==> src/rtl/uart_transmitter.sv <==
// uart_transmitter: serialises parallel words into 8N1 UART frames
// (start bit, data LSB first, optional parity, stop bit) on tx_serial.
// Optional feature macro: UART_TX_PARITY_EN inserts a parity bit between
// the last data bit and the stop bit (even, or odd when PARITY_ODD = 1).
// Without the macro there is no parity state or parity logic.
module uart_transmitter #(
    parameter int CLKS_PER_BIT = 16,
    parameter int DATA_BITS    = 8,
    parameter int PARITY_ODD   = 0
) (
    input  logic                 tx_clk,
    input  logic                 reset,
    input  logic [DATA_BITS-1:0] tx_data,
    input  logic                 tx_valid,
    output logic                 tx_ready,
    output logic                 tx_serial,
    output logic                 tx_busy,
    output logic                 tx_done
);

    localparam int CW = $clog2(CLKS_PER_BIT);
    localparam int BW = $clog2(DATA_BITS + 1);
    localparam logic [CW-1:0] CNT_MAX = CW'(CLKS_PER_BIT - 1);
    localparam logic [BW-1:0] BIT_MAX = BW'(DATA_BITS - 1);

    // Elaboration-time sanity check on the configuration.
    if (CLKS_PER_BIT < 2 || DATA_BITS < 1 || PARITY_ODD < 0 || PARITY_ODD > 1) begin : g_cfg_err
        $error("uart_transmitter: illegal parameter combination");
    end

`ifdef UART_TX_PARITY_EN
    typedef enum logic [2:0] {
        S_IDLE, S_START, S_DATA, S_PARITY, S_STOP
    } state_t;
`else
    typedef enum logic [2:0] {
        S_IDLE, S_START, S_DATA, S_STOP
    } state_t;
`endif

    state_t               r_state;
    logic [CW-1:0]        r_clk_cnt;
    logic [BW-1:0]        r_bit_idx;
    logic [DATA_BITS-1:0] r_shreg;
    logic                 r_serial;
    logic                 r_ready;
    logic                 r_busy;
    logic                 r_done;
`ifdef UART_TX_PARITY_EN
    logic                 r_parity;
`endif

    logic w_wrap;
    logic w_accept;

    // A bit period ends on the cycle the clock counter reaches its top value.
    assign w_wrap   = (r_clk_cnt == CNT_MAX);
    assign w_accept = tx_valid && r_ready;

    // Frame sequencer: every output is registered so tx_serial is glitch free.
    always_ff @(posedge tx_clk or posedge reset) begin
        if (reset) begin
            r_state   <= S_IDLE;
            r_clk_cnt <= '0;
            r_bit_idx <= '0;
            r_shreg   <= '0;
            r_serial  <= 1'b1;
            r_ready   <= 1'b1;
            r_busy    <= 1'b0;
            r_done    <= 1'b0;
`ifdef UART_TX_PARITY_EN
            r_parity  <= 1'b0;
`endif
        end else begin
            r_done <= 1'b0;
            case (r_state)
                S_IDLE: begin
                    r_clk_cnt <= '0;
                    r_bit_idx <= '0;
                    r_serial  <= 1'b1;
                    if (w_accept) begin
                        // Start bit goes out on the accept edge itself.
                        r_shreg  <= tx_data;
                        r_serial <= 1'b0;
                        r_ready  <= 1'b0;
                        r_busy   <= 1'b1;
                        r_state  <= S_START;
`ifdef UART_TX_PARITY_EN
                        r_parity <= (^tx_data) ^ (PARITY_ODD != 0);
`endif
                    end
                end
                S_START: begin
                    if (w_wrap) begin
                        r_clk_cnt <= '0;
                        r_serial  <= r_shreg[0];
                        r_shreg   <= r_shreg >> 1;
                        r_state   <= S_DATA;
                    end else begin
                        r_clk_cnt <= r_clk_cnt + 1'b1;
                    end
                end
                S_DATA: begin
                    if (w_wrap) begin
                        r_clk_cnt <= '0;
                        if (r_bit_idx == BIT_MAX) begin
                            r_bit_idx <= '0;
`ifdef UART_TX_PARITY_EN
                            r_serial  <= r_parity;
                            r_state   <= S_PARITY;
`else
                            r_serial  <= 1'b1;
                            r_state   <= S_STOP;
`endif
                        end else begin
                            r_bit_idx <= r_bit_idx + 1'b1;
                            r_serial  <= r_shreg[0];
                            r_shreg   <= r_shreg >> 1;
                        end
                    end else begin
                        r_clk_cnt <= r_clk_cnt + 1'b1;
                    end
                end
`ifdef UART_TX_PARITY_EN
                S_PARITY: begin
                    if (w_wrap) begin
                        r_clk_cnt <= '0;
                        r_serial  <= 1'b1;
                        r_state   <= S_STOP;
                    end else begin
                        r_clk_cnt <= r_clk_cnt + 1'b1;
                    end
                end
`endif
                S_STOP: begin
                    if (w_wrap) begin
                        r_clk_cnt <= '0;
                        r_done    <= 1'b1;
                        r_ready   <= 1'b1;
                        r_busy    <= 1'b0;
                        r_state   <= S_IDLE;
                    end else begin
                        r_clk_cnt <= r_clk_cnt + 1'b1;
                    end
                end
                default: begin
                    r_clk_cnt <= '0;
                    r_bit_idx <= '0;
                    r_serial  <= 1'b1;
                    r_ready   <= 1'b1;
                    r_busy    <= 1'b0;
                    r_state   <= S_IDLE;
                end
            endcase
        end
    end

    assign tx_ready  = r_ready;
    assign tx_serial = r_serial;
    assign tx_busy   = r_busy;
    assign tx_done   = r_done;

endmodule

==> config.mk <==
export PLATFORM = sky130hd
export DESIGN_NAME = uart_transmitter
export DESIGN_NICKNAME = d
export VERILOG_FILES = /design/src/rtl/uart_transmitter.sv
export SDC_FILE = /design/constraint.sdc
export NUM_CORES = 1
export LEC_CHECK = 0
export BUFFER_PORTS_ARGS = -buffer_cell sky130_fd_sc_hd__buf_2
export CORE_MARGIN = 3
export CORE_UTILIZATION = 40
export DETAILED_ROUTE_END_ITERATION = 10
export PLACE_DENSITY_LB_ADDON = 0.2
export SLEW_MARGIN = 0
export SYNTH_ARGS = -nofsm -noshare
export SYNTH_HDL_FRONTEND = slang
export SYNTH_SLANG_ARGS = --single-unit
==> constraint.sdc <==
create_clock -name tx_clk -period 2.04 [get_ports tx_clk]
set_input_delay 0 -clock tx_clk [delete_from_list [all_inputs] [get_ports tx_clk]]
set_output_delay 0 -clock tx_clk [all_outputs]
set_load 0.02 [all_outputs]
# Yosys cells after proc, flatten, opt, wreduce, memory -nomap -nowiden

Cells that the tools add are included.

Word-level logic and storage cells: 64
Output and inout port bits: 4
Register bits: 23
Input port bits: 11

Multiplexer cells: 29
Reductions and logical operators: 11
$add $sub $neg: 2
Bitwise operators: 3
Equal/unequal tests: 11

Operators with widths:

| kind                  | number |
|---|---|
| $mux W8               | 4 |
| $pmux W8 S3           | 1 |
| $mux W4               | 4 |
| $mux W3               | 5 |
| $ne A2 B2 Y1 const B  | 6 |
| $pmux W3 S4           | 1 |
| $mux W1               | 10 |
| $reduce_and A5 Y1     | 2 |
| $add A4 B1 Y4 const B | 2 |
| $pmux W4 S2           | 1 |
| $eq A3 B2 Y1 const B  | 2 |
| $pmux W1 S3           | 2 |
| $reduce_and A3 Y1     | 2 |
| $eq A4 B3 Y1 const B  | 1 |
| $eq A4 B4 Y1 const B  | 1 |
| $pmux W1 S4           | 1 |
| $reduce_or A2 Y1      | 2 |
| $eq A3 B1 Y1 const B  | 1 |
| $logic_not A3 Y1      | 1 |
| $not A1 Y1            | 3 |
| $reduce_bool A3 Y1    | 1 |
| $reduce_or A3 Y1      | 1 |
| $reduce_and A2 Y1     | 1 |
| $logic_and A1 B1 Y1   | 1 |

# Logic depth before layout (Yosys ltp)

Gate-level depths: netlist (run 1).

Depth in word-level cells: 4
Gate-level depth with buffers: 8
Gate-level depth less buffers: 6

# Worst setup path after synthesis (run 1)

OpenSTA, ideal clock, no wires.

Path kind: reg-to-reg
Start: register r_state[0]
End: register r_state[1]
Arrival: 1818 ps
Clock period less this slack: 1942 ps
Setup slack: 98 ps
Cell stages (with the launch flop): 8
Setup time: 125 ps
Required time: 1915 ps
Path buffers: 1
Path through: dfrtp_1 -> inv_1 -> ha_1 -> buf_6 -> or2_4 -> o21a_1 -> a211oi_1 -> mux2_2

Word-level cells in the longest chain between the ends: 3
Elaborated cells on any way between the ends: 11
Those cells by class: 8 x eq/ne; 1 x mux; 2 x reduce/logical

Ends and longest elaborated chain:

| what                                 | line | source |
|---|---|---|
| start: declaration                   | 41   | `state_t r_state;` |
| start signal: assignment             | 63   | `r_state <= S_IDLE;` |
| start signal: assignment             | 87   | `r_state <= S_START;` |
| start signal: assignment             | 98   | `r_state <= S_DATA;` |
| $eq A3 B2 Y1 (tied with other cells) | 76   | `case (r_state)` |
| $ne A2 B2 Y1 (no source line)        | --   |  |
| $reduce_and A5 Y1 (no source line)   | --   |  |

Several ways; a longest one is shown, not always the timed one.
A chain may end at the register's enable or synchronous reset.

# Worst setup path in the final report (run 1)

Ends and elaborated chain as after synthesis.

==> results of run 1 <==
-- power by group through the flow --
stage	Combinational (uW)	Clock, uW	Sequential [uW]
after floorplan	19.1	0	456
after global placement	31.4	0	457
after detailed placement	32.6	0	457
after CTS	45.1	215	449
after global routing	50.0	234	450
final	44.3	201	449
-- stage by stage --
| stage | util (%) | setup WS (ns) | setup TNS (ns) | instance area (sq um) | power, uW |
|---|---|---|---|---|---|
| floorplan | - | 0.0976 | 0 | 1180 | 475 |
| global placement | 46.1 | 0.183 | 0 | 1280 | 488 |
| detailed placement | 46.1 | 0.0677 | 0 | 1280 | 490 |
| CTS | 50.2 | 0.0451 | 0 | 1400 | 709 |
| global route | 50.6 | -0.00754 | -0.00960 | 1410 | 734 |
| finish | 50.6 | 0.137 | 0 | 1410 | 694 |
-- cell type report --
class,count,share of cell area (%)
inverter,7,1.87
sequential,22,39.3
multi-input combinational,75,40.4
tap,31,2.76
clock buffer,4,1.87
timing repair buffer,27,13.8
-- layer usage --
| layer | share of wire [%] | GRT usage, % | vias to the layer above |
|---|---|---|---|
| li1 | - | - | 440 |
| met1 | 46 | 16.2 | 424 |
| met2 | 50 | 23.1 | 11 |
| met3 | 3.3 | 3.89 | 2 |
| met4 | 0.66 | 3.80 | 0 |
| met5 | 0 | 0 | - |
-- state kept, by name, indices dropped and copies added (netlist names) --
| register | count |
|---|---|
| tx_done | 1 |
| tx_ready | 1 |
| r_clk_cnt | 4 |
| r_state | 2 |
| tx_busy | 1 |
| r_shreg | 8 |
| tx_serial | 1 |
| r_bit_idx | 4 |
-- worst max-delay path, delay by kind of cell (launching register included) --
| kind | cells | cell delay, ns |
|---|---|---|
| flops | 1 | 0.42 |
| simple gates | 1 | 0.28 |
| compound gates | 2 | 0.45 |
| fa+ha+maj | 1 | 0.21 |
| mux | 1 | 0.36 |
| buf+inv | 1 | 0.08 |
-- worst paths after layout --
check                                  end  slack (ns)  cells after the start
worst max-delay path            r_state[1]        0.14                      6
worst min-delay path            r_shreg[4]        0.01                      3
worst max register to register  r_state[1]        0.14                      6
worst min register to register     tx_busy        0.51                      2
max in group asynchronous          tx_done        1.10                      3
min in group asynchronous       r_state[0]        0.41                      3
-- cells in the mapped netlist, drive strengths merged (2+ instances only) --
cell	instances	area (sq um)
a211oi	2	15.0
a21boi	2	15.0
a21oi	15	82.6
a22o	2	18.8
buf	3	30.0
dfrtp	20	500
dfstp	2	52.6
ha	6	75.1
inv	7	26.3
mux2	2	22.5
mux2i	7	70.1
nand2	3	11.3
nand3b	2	15.0
nor2	12	50.1
nor2b	2	12.5
o21ai	4	20.0
or2	2	15.0
-- cells by family (layout without fill, tap and decap cells) --
family / Yosys count / in the layout / synth area share, %
compound gates: 30 / 30 / 18.2
xor+xnor: 1 / 1 / 0.745
fa+ha+maj: 6 / 6 / 6.38
buf+inv: 11 / 38 / 5.11
flops: 22 / 22 / 47.0
mux: 9 / 9 / 7.87
simple gates: 29 / 29 / 14.7
-- cells in the final DEF, fill, tap and decap left out, types with 2 or more instances in the layout --
master	Yosys	layout
sky130_fd_sc_hd__a21boi_0	2	2
sky130_fd_sc_hd__nor2_2	2	2
sky130_fd_sc_hd__buf_2	0	14
sky130_fd_sc_hd__inv_1	7	7
sky130_fd_sc_hd__mux2_2	2	2
sky130_fd_sc_hd__buf_4	1	3
sky130_fd_sc_hd__a21oi_1	13	13
sky130_fd_sc_hd__a21oi_2	2	2
sky130_fd_sc_hd__dfrtp_1	20	20
sky130_fd_sc_hd__nand3b_1	2	2
sky130_fd_sc_hd__o21ai_0	4	4
sky130_fd_sc_hd__nor2b_1	2	2
sky130_fd_sc_hd__dfstp_2	2	2
sky130_fd_sc_hd__nor2_1	10	10
sky130_fd_sc_hd__dlygate4sd3_1	0	9
sky130_fd_sc_hd__ha_1	6	6
sky130_fd_sc_hd__nand2_1	3	3
sky130_fd_sc_hd__mux2i_1	7	7
sky130_fd_sc_hd__clkbuf_4	0	3
-- timing repair --
action                     4_1_cts  5_1_grt
hold buffers                     9        0
hold endpoints to repair        28        0
gates resized for setup          0        2
setup endpoints to repair        0        6
==> results.rst, run 1 <==
.. list-table::
   :header-rows: 1

   * - Metric
     - Value
   * - Outcome
     - complete, no violations
   * - Cells along the critical path
     - inv_1, ha_1, or2_4, o21a_1, a211oi_2, mux2_2
   * - Max stage delay cell, worst path
     - sky130_fd_sc_hd__dfrtp_1
   * - Die area
     - 3630 sq um
   * - Hold Startpoint
     - tx_data[4]
   * - Unique masters post-synth
     - 37
   * - Sequential fraction of design power
     - 64.6%
   * - Final number of hold-violating endpoints
     - 0
   * - Post-Synthesis Cells
     - 108
   * - Net switching power of the design
     - 149 uW
   * - Clk_lat worst skew
     - 0.30 ns
   * - Portion of total power attributed to the clock network
     - 29.0%
   * - Gpl congestion
     - 0.803
   * - Clock sink count
     - 22
   * - Cell internal power dissipation
     - 546 uW
   * - Worst vdd ir
     - 0.572 mV
   * - Nets in the synthesized netlist
     - 125
   * - Average wire length per cell after detail routing
     - 12.8 microns
   * - Startpoint class of the critical path
     - flip-flop
   * - Clock transition at the registers of the reported paths
     - 0.12 ns
   * - Post-route DRC
     - 0
   * - Pwr/cell area
     - 494 nW/um^2
   * - Max Root-Sink Buffers
     - 2
   * - Filler cell count in the final layout
     - 260
   * - Layout area overhead
     - 19.6%
   * - Total wirelength of the detailed-routed design
     - 2120 microns
   * - Warnings, synthesis
     - 0
   * - Primary flip-flop cell chosen by synthesis mapping
     - sky130_fd_sc_hd__dfrtp_1
   * - Vias in the first global route
     - 807
   * - Tightest hold margin
     - 0.0139 ns
   * - Number of placement rows
     - 19
   * - Placed wire-length estimate after detailed placement
     - 1560 microns
   * - Buffers on Ports
     - 14
   * - Average via count per standard cell
     - 5.28
   * - Post-route non-filler standard cell count
     - 166
   * - Multi-input gate area
     - 568 sq um
   * - Area used by sequential logic in the layout
     - 553 sq um
   * - WP data required
     - 2.24 ns
   * - Largest net degree at the start of global routing
     - 23
   * - Crit end category
     - flip-flop
   * - Global-route total usage across every layer
     - 13.5%
   * - Slew Viols, Final
     - 0
   * - Die width
     - 60.2 microns
   * - Total number of vias
     - 877
   * - Area of the core
     - 2780 sq um
   * - Number of primary I/O pins
     - 15
   * - Fraction of the yosys area taken by sequential cells
     - 47.0%
   * - Syn Area/Cell
     - 10.9 sq um
   * - Critical path arrival
     - 2.10 ns
   * - Drt pass-1 iters
     - 4
   * - Achievable clock frequency
     - 525 MHz
   * - H-Tree Depth
     - 1
   * - Aggregate global routing overflow
     - 0
   * - Worst flop-to-flop path startpoint
     - r_state[0]
   * - Global-route wire length before repair
     - 3640 microns
   * - Final ANT Viol Nets
     - 0
   * - Antenna cell count
     - 0
   * - Layout cells sized above 1
     - 27.4%
   * - Critical Path Fanout Max
     - 4
   * - Final net count
     - 153
   * - Cell area after synthesis
     - 1180 sq um
   * - Actual slew at the worst max-slew pin
     - 0.863 ns
   * - Initial cell density of the core
     - 42.3%
   * - Antenna violations before repair
     - 0
   * - Number of design-rule violations left by the first detailed-router iteration
     - 30
   * - Max-capacitance violation count
     - 0
   * - Sw Share
     - 21.4%
   * - Number of enable-type register cells in the synthesized netlist
     - 0
   * - Share of flip-flops with an asynchronous set or reset after synthesis
     - 100%
   * - Min-Delay Path Class
     - in2reg
   * - Die Ht
     - 60.2 microns
   * - Worst setup path start
     - r_state[0]
   * - Root Driver
     - sky130_fd_sc_hd__clkbuf_4
   * - Final min period
     - 1.90 ns
   * - Delay of the slowest critical-path stage
     - 0.42 ns
   * - Max transition margin
     - 42.4%
   * - Setup Skew
     - 0.00346 ns
   * - Total clock buffers created by CTS
     - 3
   * - Synthesized flop and latch total
     - 22
   * - Number of cells after detailed placement
     - 153
   * - Leakage power
     - 0.000632 uW
   * - Finish-stage setup viols
     - 0
   * - Critical path class
     - reg2reg
   * - Post-route clock period utilization
     - 93.3%
   * - Share of total power in combinational logic
     - 6.4%
   * - Clock tree from TritonCTS
     - yes
   * - Number of buffers inserted to repair setup after CTS
     - 0
Power figures use the tool's default switching activity.
==> inputs of run 2 (changes only) <==
- CORE_UTILIZATION: 40 -> 25
- REMOVE_ABC_BUFFERS: unset -> 1
==> results.rst, run 2 (same netlist as run 1, synthesis figures left out) <==
.. list-table::
   :header-rows: 1

   * - Metric
     - Value
   * - Die width
     - 74.6 microns (+24%)
   * - Cell depth of the worst hold path
     - 3 (unchanged)
   * - Final ANT Viol Nets
     - 0 (unchanged)
   * - Setup Skew
     - 0.00572 ns (+0.00226 ns)
   * - Number of design-rule violations left by the first detailed-router iteration
     - 71 (+140%)
   * - Buffers on Ports
     - 14 (unchanged)
   * - Aggregate global routing overflow
     - 0 (unchanged)
   * - Final min period
     - 1.86 ns (-0.0418 ns)
   * - Pwr/cell area
     - 632 nW/um^2 (+28%)
   * - Worst vdd ir
     - 0.349 mV (-39%)
   * - Max-capacitance violation count
     - 0 (unchanged)
   * - Worst flop-to-flop path startpoint
     - r_state[0]
   * - Max Root-Sink Buffers
     - 2 (unchanged)
   * - Outcome
     - complete, no violations
   * - Clock sink count
     - 22 (unchanged)
   * - Layout cells sized above 1
     - 29.7% (+2.3 points)
   * - Number of placement rows
     - 24 (+5)
   * - Placed wire-length estimate after detailed placement
     - 1620 microns (+3.9%)
   * - Vias in the first global route
     - 863 (+6.9%)
   * - Average wire length per cell after detail routing
     - 12.2 microns (-4.8%)
   * - Final critical-path setup slack
     - 0.178 ns (+0.0418 ns)
   * - Worst Reg-to-Reg Cells
     - 6 (unchanged)
   * - Post-route DRC
     - 0 (unchanged)
   * - Area of the core
     - 4440 sq um (+60%)
   * - Initial cell density of the core
     - 26.5% (-16 points)
   * - Min-Delay Path Class
     - in2reg
   * - Total number of vias
     - 850 (-3.1%)
   * - Reg with most FFs
     - r_shreg
   * - Average via count per standard cell
     - 4.72 (-11%)
   * - Total clock buffers created by CTS
     - 3 (unchanged)
   * - Number of buffers inserted to repair setup after CTS
     - 0 (unchanged)
   * - H-Tree Depth
     - 1 (unchanged)
   * - Worst hold endpoint
     - tx_ready
   * - Startpoint class of the critical path
     - flip-flop
   * - Max transition margin
     - 42.0% (-0.44 points)
   * - Gpl congestion
     - 0.803 (about the same)
   * - FF-to-FF setup slack
     - 0.18 ns (+0.04 ns)
   * - Critical path arrival
     - 2.02 ns (-0.08 ns)
   * - WP data required
     - 2.20 ns (-0.04 ns)
   * - Total wirelength of the detailed-routed design
     - 2190 microns (+3.3%)
   * - Number of primary I/O pins
     - 15 (unchanged)
   * - Final net count
     - 146 (-4.6%)
   * - Global-route wire length before repair
     - 3860 microns (+6.1%)
   * - FF-to-FF End
     - r_state[1]
   * - Post-route clock period utilization
     - 91.3% (-2.1 points)
   * - Summed negative setup slack over all endpoints
     - 0 ns (unchanged)
   * - Slew Viols, Final
     - 0 (unchanged)
   * - Global-route total usage across every layer
     - 9.13% (-4.3 points)
   * - Clock transition at the registers of the reported paths
     - 0.09 ns (-0.03 ns)
   * - Post-Layout Inst Area
     - 1420 sq um (+0.71%)
   * - Layout area overhead
     - 20.4%
   * - Finish-stage setup viols
     - 0 (unchanged)
   * - Leakage power
     - 0.000625 uW (-1.0%)
   * - Actual slew at the worst max-slew pin
     - 0.870 ns (+0.00655 ns)
   * - Most frequent standard cell in the layout excluding fill and tap cells
     - sky130_fd_sc_hd__dfrtp_1
   * - Root Driver
     - sky130_fd_sc_hd__clkbuf_8
   * - Final Total Pwr
     - 895 uW (+29%)
   * - Die Ht
     - 74.6 microns (+24%)
   * - Clock tree from TritonCTS
     - yes
   * - Filler cell count in the final layout
     - 457 (+76%)
   * - Cell area after placement
     - 1320 sq um (+3.0%)
   * - Utilization after layout
     - 31.9% (-19 points)
   * - Hold Startpoint
     - tx_valid
   * - Final number of hold-violating endpoints
     - 0 (unchanged)
   * - Clk_lat worst skew
     - 0.27 ns (-0.03 ns)
   * - Drt pass-1 iters
     - 4 (unchanged)
   * - Post-Place Setup Slack
     - 0.108 ns (+0.0399 ns)
   * - Largest net degree at the start of global routing
     - 23 (unchanged)
   * - Critical Path Fanout Max
     - 4 (unchanged)
   * - Setup repair after global routing missed its margin
     - no
   * - Number of flip-flops under the largest register name
     - 8 (unchanged)
   * - Antenna cell count
     - 0 (unchanged)
   * - Crit end category
     - flip-flop
   * - Critical path class
     - reg2reg
   * - Largest registers in the final layout
     - r_shreg x8, r_bit_idx x4, r_clk_cnt x4
   * - Highest-count cells in the layout ignoring fill and taps
     - 20 x sky130_fd_sc_hd__dfrtp_1, 14 x sky130_fd_sc_hd__buf_2, 13 x sky130_fd_sc_hd__a21oi_1
   * - Achievable clock frequency
     - 537 MHz (+2.2%)
   * - Die area
     - 5560 sq um (+53%)
   * - Antenna violations before repair
     - 0 (unchanged)
## run 2: cell types whose count changed in the layout (fill, tap and decap cells not counted)
cell                            before  now
sky130_fd_sc_hd__clkbuf_8            0    3
sky130_fd_sc_hd__clkbuf_1            1    0
sky130_fd_sc_hd__dlygate4sd3_1       9    2
sky130_fd_sc_hd__buf_6               1    0
sky130_fd_sc_hd__bufinv_16           0    1
sky130_fd_sc_hd__clkbuf_4            3    0
sky130_fd_sc_hd__buf_12              0    1
## run 2: layout make-up
cell class	count	area [sq um]	area share [%]
sequential	22	553	39.0
clock inverter	1	30.0	2.12
multi-input combinational	75	568	40.1
timing repair buffer	20	133	9.36
tap	52	65.1	4.59
inverter	7	26.3	1.86
clock buffer	3	41.3	2.92
## run 2: per-stage QoR
stage	hold slack, ns	instances
2_1_floorplan	-0.0123	104
3_3_place_gp	0.216	174
3_5_place_dp	0.235	174
4_1_cts	0.0155	180
5_1_grt	0.0297	180
6_report	0.0195	180
## run 2: power breakdown
part | internal, uW | switching, uW | leakage [uW] | total [uW]
sequential | 444 | 4.79 | 0.000282 | 449
combinational | 16.6 | 17.9 | 0.000308 | 34.5
clock | 262 | 150 | 0.0000357 | 412
total | 723 | 173 | 0.000625 | 895
## run 2: timing repair
item,in CTS,in global routing
hold buffers,2,0
endpoints found under the hold margin,21,0
resized for setup,0,1
setup endpoints to repair,0,1
## run 2: layer usage
metal	routed length [microns]	global-route usage, %	vias to the layer above
li1	-	-	421
met1	1050	11.7	407
met2	1050	15.4	20
met3	70	2.03	2
met4	21	2.57	0
met5	0	0	-
## run 2: critical path, cell delays in order (launching register included)
cell                       delay, ns
sky130_fd_sc_hd__dfrtp_1        0.40
sky130_fd_sc_hd__inv_1          0.08
sky130_fd_sc_hd__ha_1           0.21
sky130_fd_sc_hd__or2_4          0.28
sky130_fd_sc_hd__o21a_1         0.19
sky130_fd_sc_hd__a211oi_2       0.23
sky130_fd_sc_hd__mux2_2         0.36
## run 2: how the worst max path moves through the flow
stage / from / to / slack [ns] / cells past startpoint
after floorplan: r_state[0] / r_shreg[7] / 0.06 / 5
after global placement: r_state[0] / r_state[1] / 0.18 / 6
after detailed placement: r_state[0] / r_state[1] / 0.11 / 6
after CTS: r_state[0] / r_state[1] / 0.09 / 6
after global routing: r_state[0] / r_state[1] / 0.06 / 6
final: r_state[0] / r_state[1] / 0.18 / 6
==> inputs of run 3 (changes only) <==
- CELL_PAD_IN_SITES_DETAIL_PLACEMENT: unset -> 0
- CELL_PAD_IN_SITES_GLOBAL_PLACEMENT: unset -> 1
==> results.rst, run 3 (same netlist as run 1, synthesis figures left out) <==
.. list-table::
   :header-rows: 1

   * - Metric
     - Value
   * - Utilization after layout
     - 31.5% (-0.37 points)
   * - Post-route clock period utilization
     - 93.2% (+1.9 points)
   * - Average via count per standard cell
     - 4.57 (-3.3%)
   * - Global-route total usage across every layer
     - 8.94% (-0.18 points)
   * - Top cell family by delay on the critical path
     - compound AO/OA/AOI/OAI gates
   * - Highest-count cells in the layout ignoring fill and taps
     - 20 x sky130_fd_sc_hd__dfrtp_1, 14 x sky130_fd_sc_hd__buf_2, 13 x sky130_fd_sc_hd__a21oi_1
   * - Post-Layout Inst Area
     - 1400 sq um (-1.1%)
   * - Drt pass-1 iters
     - 3 (-1)
   * - FF-to-FF setup slack
     - 0.14 ns (-0.04 ns)
   * - Layout cells sized above 1
     - 29.7% (unchanged)
   * - Buffering stage count on the worst path with inverters included
     - 1 (unchanged)
   * - Largest registers in the final layout
     - r_shreg x8, r_bit_idx x4, r_clk_cnt x4
   * - Number of cells after detailed placement
     - 174 (unchanged)
   * - WP data required
     - 2.19 ns (about the same)
   * - Number of placement rows
     - 24 (unchanged)
   * - Max transition margin
     - 42.9% (+0.92 points)
   * - Die area
     - 5560 sq um (unchanged)
   * - Layout area overhead
     - 19.0%
   * - Reg with most FFs
     - r_shreg
   * - Worst setup path start
     - r_state[0]
   * - Die Ht
     - 74.6 microns (unchanged)
   * - Area of the core
     - 4440 sq um (unchanged)
   * - Critical Path Fanout Max
     - 4 (unchanged)
   * - Gpl congestion
     - 0.747 (-7.0%)
   * - Hold Startpoint
     - tx_valid
   * - Vias in the first global route
     - 852 (-1.3%)
   * - Max Root-Sink Buffers
     - 2 (unchanged)
   * - Worst vdd ir
     - 0.276 mV (-21%)
   * - Die width
     - 74.6 microns (unchanged)
   * - Actual slew at the worst max-slew pin
     - 0.856 ns (-0.0138 ns)
   * - Crit end category
     - flip-flop
   * - Pwr/cell area
     - 569 nW/um^2 (-10%)
   * - Slew Viols, Final
     - 0 (unchanged)
   * - Antenna violations before repair
     - 0 (unchanged)
   * - Total number of vias
     - 822 (-3.3%)
   * - Most frequent standard cell in the layout excluding fill and tap cells
     - sky130_fd_sc_hd__dfrtp_1
   * - Clock tree from TritonCTS
     - yes
   * - Min-Delay Path Class
     - in2reg
   * - Tightest hold margin
     - 0.0276 ns (+0.00812 ns)
   * - Setup Skew
     - 0.00561 ns (-0.000111 ns)
   * - Filler cell count in the final layout
     - 462 (+1.1%)
   * - Number of flip-flops under the largest register name
     - 8 (unchanged)
   * - H-Tree Depth
     - 1 (unchanged)
   * - Root Driver
     - sky130_fd_sc_hd__clkbuf_8
   * - Antenna cell count
     - 0 (unchanged)
   * - Final net count
     - 146 (unchanged)
   * - Clock sink count
     - 22 (unchanged)
   * - Max stage delay cell, worst path
     - sky130_fd_sc_hd__dfrtp_1
   * - Final number of hold-violating endpoints
     - 0 (unchanged)
   * - Global-route wire length before repair
     - 3840 microns (-0.54%)
   * - Largest net degree at the start of global routing
     - 23 (unchanged)
   * - Max-capacitance violation count
     - 0 (unchanged)
   * - Final min period
     - 1.90 ns (+0.0391 ns)
   * - Cells along the critical path
     - inv_1, ha_1, or2_4, o21a_1, a211oi_2, mux2_2
   * - Critical path arrival
     - 2.05 ns (+0.03 ns)
   * - Outcome
     - complete, no violations
   * - Aggregate global routing overflow
     - 0 (unchanged)
   * - Number of buffers inserted to repair setup after CTS
     - 0 (unchanged)
   * - Worst flop-to-flop path startpoint
     - r_state[0]
   * - Placed wire-length estimate after detailed placement
     - 1660 microns (+2.2%)
   * - Average wire length per cell after detail routing
     - 11.9 microns (-1.8%)
   * - Buffers on Ports
     - 14 (unchanged)
   * - Cell area after placement
     - 1320 sq um (unchanged)
   * - Delay of the slowest critical-path stage
     - 0.40 ns (about the same)
   * - Clk_lat worst skew
     - 0.26 ns (about the same)
   * - Clock transition at the registers of the reported paths
     - 0.08 ns (about the same)
   * - Initial cell density of the core
     - 26.5% (unchanged)
   * - Total clock buffers created by CTS
     - 3 (unchanged)
   * - Number of design-rule violations left by the first detailed-router iteration
     - 8 (-89%)
   * - Achievable clock frequency
     - 526 MHz (-2.1%)
   * - Final ANT Viol Nets
     - 0 (unchanged)
   * - Summed negative setup slack over all endpoints
     - 0 ns (unchanged)
   * - Total wirelength of the detailed-routed design
     - 2150 microns (-1.8%)
   * - Post-route DRC
     - 0 (unchanged)
   * - Finish-stage setup viols
     - 0 (unchanged)
   * - Critical path class
     - reg2reg
   * - Post-route non-filler standard cell count
     - 180 (unchanged)
   * - Startpoint class of the critical path
     - flip-flop
   * - Number of primary I/O pins
     - 15 (unchanged)
   * - Setup repair after global routing missed its margin
     - no
   * - Leakage power
     - 0.000618 uW (-1.1%)
## run 3: cell count changes in the layout (fill, tap and decap cells not counted), sizes merged
cell    change
bufinv      -1
clkbuf      +1
## run 3: layout make-up
class | count | area (sq um) | share of cell area (%)
multi-input combinational | 75 | 568 | 40.6
sequential | 22 | 553 | 39.5
timing repair buffer | 20 | 133 | 9.47
tap | 52 | 65.1 | 4.65
clock buffer | 4 | 55.1 | 3.93
inverter | 7 | 26.3 | 1.88
## run 3: power by group
group | switching, uW | internal (uW) | total (uW)
combinational | 17.9 | 16.6 | 34.5
sequential | 4.90 | 444 | 449
clock | 142 | 172 | 314
total | 165 | 633 | 797
## run 3: final timing paths
check | end | cells after the start
setup / recovery | r_state[1] | 6
hold / removal | tx_ready | 3
setup reg to reg | r_state[1] | 6
hold reg to reg | r_clk_cnt[0] | 1
max in group asynchronous | r_state[1] | 3
min in group asynchronous | r_clk_cnt[2] | 3
## run 3: through the flow
stage	total power, uW	worst slack [ns]
4_1_cts	811	0.0633
6_report	797	0.139
3_3_place_gp	489	0.170
2_1_floorplan	475	0.0613
3_5_place_dp	491	0.0659
5_1_grt	829	0.0399
## run 3: repair_timing
item,4_1_cts,5_1_grt
hold endpoints to repair,21,0
hold buffers,2,0
endpoints found under the setup margin,0,1
resized for setup,0,1
## run 3: tightest hold or removal path: cells and delay by family
| kind | cells | cell delay (ns) |
|---|---|---|
| and+or+nand+nor | 1 | 0.05 |
| AOI/OAI and AO/OA | 1 | 0.11 |
| buffers and inverters | 1 | 0.10 |
## run 3: layer usage
metal	routed length [microns]	vias up	GRT usage (%)
met3	83	2	3.24
met4	8	0	1.78
met1	959	386	11.1
met5	0	-	0
li1	-	422	-
met2	1100	12	15.0
